File: config.mk
export PLATFORM = sky130hd
export DESIGN_NAME = frame_rx
export DESIGN_NICKNAME = d
export VERILOG_FILES = /design/src/rtl/frame_rx.sv
export SDC_FILE = /design/constraint.sdc
export NUM_CORES = 2
export LEC_CHECK = 0
export ABC_CLOCK_PERIOD_IN_PS = 3900
export BUFFER_PORTS_ARGS = -buffer_cell sky130_fd_sc_hd__clkbuf_2
export CORE_AREA = 2 2 622 624
export CTS_CLUSTER_DIAMETER = 50
export DETAILED_ROUTE_END_ITERATION = 8
export DIE_AREA = 0 0 624 626
export PLACE_DENSITY = 0.4
export SYNTH_ARGS = -nofsm -noshare
export SYNTH_HDL_FRONTEND = slang
export SYNTH_SLANG_ARGS = --single-unit
File: constraint.sdc
create_clock -name clk -period 3.9 [get_ports clk]
set_input_delay 0.195 -clock clk [delete_from_list [all_inputs] [get_ports clk]]
set_output_delay 0.195 -clock clk [all_outputs]
set_load 0.01 [all_outputs]
File: src/rtl/frame_rx.sv
// frame_rx: receive-side framer for a tagged beat stream.
// Groups N_CYCLES consecutive same-SID beats into a frame and computes an XOR
// checksum per frame. SID changes and mid-frame idle timeouts abort the frame.
// Every accepted beat is forwarded one cycle later on the data_out port.
module frame_rx #(
    parameter int DATA_WIDTH = 512,
    parameter int N_CYCLES   = 4,
    parameter int SID_WIDTH  = 8,
    parameter int TIMEOUT    = 16
) (
    input  logic                  clk,
    input  logic                  rst_n,
    input  logic [DATA_WIDTH-1:0] data_in,
    input  logic [SID_WIDTH-1:0]  sid_in,
    input  logic                  data_valid,
    output logic [DATA_WIDTH-1:0] data_out,
    output logic                  out_valid,
    output logic [SID_WIDTH-1:0]  out_sid,
    output logic                  frame_last,
    output logic                  frame_done,
    output logic [SID_WIDTH-1:0]  frame_sid,
    output logic [DATA_WIDTH-1:0] frame_csum,
    output logic [31:0]           frame_count,
    output logic                  err_sid,
    output logic                  err_timeout
);

    localparam int CNT_W  = ($clog2(N_CYCLES + 1) > 1) ? $clog2(N_CYCLES + 1) : 1;
    localparam int IDLE_W = ($clog2(TIMEOUT + 1) > 1) ? $clog2(TIMEOUT + 1) : 1;

    localparam logic [CNT_W-1:0]  CNT_FULL   = CNT_W'(N_CYCLES);
    localparam logic [CNT_W-1:0]  CNT_ONE    = CNT_W'(1);
    localparam logic [IDLE_W-1:0] IDLE_LIMIT = IDLE_W'(TIMEOUT);
    localparam logic [IDLE_W-1:0] IDLE_ONE   = IDLE_W'(1);

    typedef enum logic {
        IDLE    = 1'b0,
        COLLECT = 1'b1
    } state_t;

    state_t                state, state_n;
    logic [SID_WIDTH-1:0]  cur_sid, cur_sid_n;
    logic [CNT_W-1:0]      cnt, cnt_n;
    logic [DATA_WIDTH-1:0] acc, acc_n;
    logic [IDLE_W-1:0]     idle_cnt, idle_n;

    logic                  start;
    logic                  complete;
    logic                  abort_sid;
    logic                  abort_to;
    logic [DATA_WIDTH-1:0] done_csum;
    logic [SID_WIDTH-1:0]  done_sid;

    // Frame state machine: decides what this cycle's beat (or idle) does to the frame
    always_comb begin
        state_n   = state;
        cur_sid_n = cur_sid;
        cnt_n     = cnt;
        acc_n     = acc;
        idle_n    = idle_cnt;
        start     = 1'b0;
        complete  = 1'b0;
        abort_sid = 1'b0;
        abort_to  = 1'b0;
        done_csum = acc;
        done_sid  = cur_sid;

        case (state)
            IDLE: begin
                if (data_valid) begin
                    start = 1'b1;
                end
            end
            COLLECT: begin
                if (data_valid) begin
                    if (sid_in == cur_sid) begin
                        acc_n  = acc ^ data_in;
                        cnt_n  = cnt + CNT_ONE;
                        idle_n = '0;
                        if (cnt_n == CNT_FULL) begin
                            complete  = 1'b1;
                            done_csum = acc_n;
                            done_sid  = cur_sid;
                            state_n   = IDLE;
                        end
                    end else begin
                        abort_sid = 1'b1;
                        start     = 1'b1;
                    end
                end else begin
                    idle_n = idle_cnt + IDLE_ONE;
                    if ((TIMEOUT != 0) && (idle_n == IDLE_LIMIT)) begin
                        abort_to = 1'b1;
                        state_n  = IDLE;
                        cnt_n    = '0;
                        idle_n   = '0;
                    end
                end
            end
            default: state_n = IDLE;
        endcase

        // A beat that opens a frame is handled the same from IDLE or after an SID abort
        if (start) begin
            cur_sid_n = sid_in;
            acc_n     = data_in;
            cnt_n     = CNT_ONE;
            idle_n    = '0;
            if (N_CYCLES == 1) begin
                complete  = 1'b1;
                done_csum = data_in;
                done_sid  = sid_in;
                state_n   = IDLE;
            end else begin
                state_n = COLLECT;
            end
        end
    end

    // State and frame-tracking registers; reset discards any partial frame
    always_ff @(posedge clk or negedge rst_n) begin
        if (!rst_n) begin
            state    <= IDLE;
            cur_sid  <= '0;
            cnt      <= '0;
            acc      <= '0;
            idle_cnt <= '0;
        end else begin
            state    <= state_n;
            cur_sid  <= cur_sid_n;
            cnt      <= cnt_n;
            acc      <= acc_n;
            idle_cnt <= idle_n;
        end
    end

    // Registered outputs: beat pass-through, completion results and error pulses
    always_ff @(posedge clk or negedge rst_n) begin
        if (!rst_n) begin
            data_out    <= '0;
            out_valid   <= 1'b0;
            out_sid     <= '0;
            frame_last  <= 1'b0;
            frame_done  <= 1'b0;
            frame_sid   <= '0;
            frame_csum  <= '0;
            frame_count <= '0;
            err_sid     <= 1'b0;
            err_timeout <= 1'b0;
        end else begin
            out_valid   <= data_valid;
            frame_last  <= complete;
            frame_done  <= complete;
            err_sid     <= abort_sid;
            err_timeout <= abort_to;
            if (data_valid) begin
                data_out <= data_in;
                out_sid  <= sid_in;
            end
            if (complete) begin
                frame_csum  <= done_csum;
                frame_sid   <= done_sid;
                frame_count <= frame_count + 32'd1;
            end
        end
    end

endmodule

==> results.toml <==
[outcome]
status = "finished, final reports clean"

[power_and_ir_drop]
switchingPower_mw = 14.0
power.share.switching_pct = 26.8
max-vdd-ir-drop_uv = 367
power_density_mw_per_mm2 = 517
comb_power_share_pct = 11.3
intPower_mw = 38.4
power.leakage_nw = 43.2
power_frac_clock_pct = 52.9
pwr-share-seq_pct = 35.9

[cells_and_area]
layout-drive-gt1-share_pct = 30.2
area_growth_pct = 41.6
nets = 9464
fill_cells = 40377
multi_input_area_mm2 = 0.0295
post-route-util_pct = 26.4
seq_area_mm2 = 0.0402

[synth]
synth_nets = 7395
yosysTopAreaCellShare_pct = 56.1
netlist_area_mm2 = 0.0716
synth_top_area_cell = "dfrtp_1"
ys_seq_area_share_pct = 56.1
syn_inst = 6868
post_synth_main_area_contributors = "dfrtp_1 (56%), mux2_2 (8.4%), xnor2_1 (6.5%), nor3b_1 (5.4%), nand3_1 (3.7%)"
yosysWarnings = 0
synth_cell_type_count = 35
ys_ff_latch = 1605
syn_area_per_cell_um2 = 10.4

[drt]
routed_wl_um = 308000
vias_per_cell = 4.22
drtAntennaViolNets = 0
drc = 0
dr.pass1.iters = 5
vias = 60053
routedWlPerCell_um = 21.6
drt_iter0_drc = 3703

[floorplanning]
io_pins = 1600
core_area_mm2 = 0.384
dieWidth_um = 624
fp-row-count = 228
die_y_um = 626
die-area_mm2 = 0.391
start_util_pct = 18.6

[global_routing]
grt_pass1_vias = 59570
grt.total_usage_pct = 15.2
antenna_found_initial = 33
overflow = 0
grt_pass1_wl_um = 438000
grt_max_degree = 223

[critical_path]
cpMostUsedCell = "buf_4"
crit_chain = "xor2_1, nor4_4, buf_4, nand3_4, buf_12, buf_4, nor2_1, nor3_1"
criticalPathCategory = "reg2reg"
r2r_end = "acc[438]$_DFFE_PN0P_"
cp_slowest_cell = "xor2_1"
arrival_ns = 3.99
crit_fanout = 87
slowest_delay_ns = 0.75
end_kind = "flip-flop"
r2r_start = "cur_sid[2]$_DFFE_PN0P_"
required_ns = 4.65
r2r_cells = 8
rrSetupSlack_ns = 0.66
startpoint_type = "flip-flop"

[clock_tree]
ctsHoldBuffers = 523
clockBufferDepth = 4
htree_levels = 5
cts_buffers = 298
post-cts-setup-buffer-count = 0
cts.repair.resized = 0
clk_latency_ns = 0.89
clockRootBuffer = "clkbuf_16"
path_clk_slew_ns = 0.05
clock_sinks = 1605
cts_tree = "built"

[timing]
final-setup-viol-count = 0
rsz0062_at_grt = "no"
fin_crit_ns = 3.24
post-route-period-util_pct = 83.1
slew_headroom_pct = 28.1
drv_slew = 0
worstMarginPinSlew_ns = 1.08
whs_ns = 0.157
hold_viol_final = 0
finalClockSkew_ns = 0.0667
setup-tns-final_ns = 0
max_clock_freq_mhz = 309

[place]
hpwl_um = 227000
gp_congestion = 0.804
io_buffers = 1599

[flow_run]
cap_violations = 0

[min_path]
hp-class = "in2async"
[registers in the layout, summed over array words and instances (netlist names)]
register     flops
acc            512
cnt              3
cur_sid          8
data_out       512
err_sid          1
err_timeout      1
frame_count     32
frame_csum     512
frame_done       1
frame_sid        8
idle_cnt         5
out_sid          8
out_valid        1
state            1
[cell usage in the layout (no fill, tap or decap), drive strengths merged, types with 44 or more instances in the layout]
| cell | count |
|---|---|
| o21ai | 515 |
| nor3b | 510 |
| dlygate4sd3 | 522 |
| dfrtp | 1605 |
| xnor2 | 529 |
| clkbuf | 1951 |
| clkinv | 73 |
| a21oi | 517 |
| nand2 | 532 |
| bufinv | 44 |
| nor3 | 521 |
| nand3 | 523 |
| mux2 | 532 |
| buf | 113 |
| nor2 | 533 |
[cells in the mapped netlist]
cell type / instances
xor2_1: 25
ha_1: 4
mux2i_1: 3
nor2_1: 533
a41oi_1: 1
buf_6: 1
nand2_1: 532
inv_1: 10
o21ai_0: 515
or3b_2: 1
buf_2: 107
and2_1: 2
and4_1: 1
or3_1: 1
nand3_1: 523
nand3b_1: 1
dfrtp_1: 1605
xnor2_1: 529
nor3_1: 520
and3_1: 4
a22o_1: 2
a21oi_1: 517
mux2_2: 532
nand2b_1: 3
nor3b_1: 510
buf_4: 1
nor4_1: 2
clkbuf_1: 354
a311oi_1: 2
o22ai_1: 1
nand4_1: 19
nor3_2: 1
a31oi_1: 2
nor4_2: 3
nand4_2: 1
[power by group through the flow]
stage	combinational (mW)	sequential (mW)	clock, mW
after floorplan	2.56	19.1	0
after global placement	5.49	19.0	0
after detailed placement	5.59	19.0	0
after CTS	6.06	18.8	28.5
after global routing	6.47	18.9	29.2
final	5.90	18.8	27.7
[area by class of cell]
class,instances,area share [%]
diodes,10,0.0247
clock buffers,354,7.95
clock inverters,186,2.55
inverters,10,0.0370
multi-input cells,4790,29.1
flip-flops and latches,1605,39.6
well taps,5060,6.25
repair buffers,2232,14.4
[metal layers]
layer | GRT usage, % | part of all wire [%]
met5 | 0 | 0.022
met3 | 3.08 | 5.2
met1 | 18.4 | 41
met4 | 5.15 | 3.5
met2 | 26.6 | 50
[kinds of logic after synthesis]
group	Yosys count	share of synthesized area [%]
AOI/OAI and AO/OA	1040	7.31
xor gates and xnor gates	554	6.78
adders and majority gates	4	0.0699
buffers and inverters	473	2.68
DFF	1605	56.1
muxes	535	8.41
and+or+nand+nor	2657	18.6
[metrics by stage]
step	setup slack, ns	area (um^2)	power [mW]	cells
after CTS	0.352	101000	53.3	14237
after global placement	0.362	85400	24.5	13174
after floorplan	1.69	71600	21.7	6868
final	0.660	101000	52.4	14247
after detailed placement	0.328	85400	24.6	13174
after global routing	0.393	101000	54.7	14241
[critical path, delay by kind of cell (launching register included)]
| kind | cells | cell delay, ns |
|---|---|---|
| xor+xnor | 1 | 0.75 |
| buf+inv | 3 | 1.04 |
| flops | 1 | 0.40 |
| simple gates | 4 | 0.53 |
[worst max path at each step]
stage	startpoint	end	slack (ns)	depth (start not counted)
floorplan	cnt[0]$_DFFE_PN0P_	frame_csum[20]$_DFFE_PN0P_	1.69	10
global placement	sid_in[2]	acc[249]$_DFFE_PN0P_	0.36	9
detailed placement	sid_in[2]	acc[277]$_DFFE_PN0P_	0.33	9
CTS	cur_sid[2]$_DFFE_PN0P_	acc[277]$_DFFE_PN0P_	0.35	8
global route	cur_sid[2]$_DFFE_PN0P_	acc[240]$_DFFE_PN0P_	0.39	8
finish	cur_sid[2]$_DFFE_PN0P_	acc[438]$_DFFE_PN0P_	0.66	8
No activity file was read; power rests on OpenSTA's default activity.
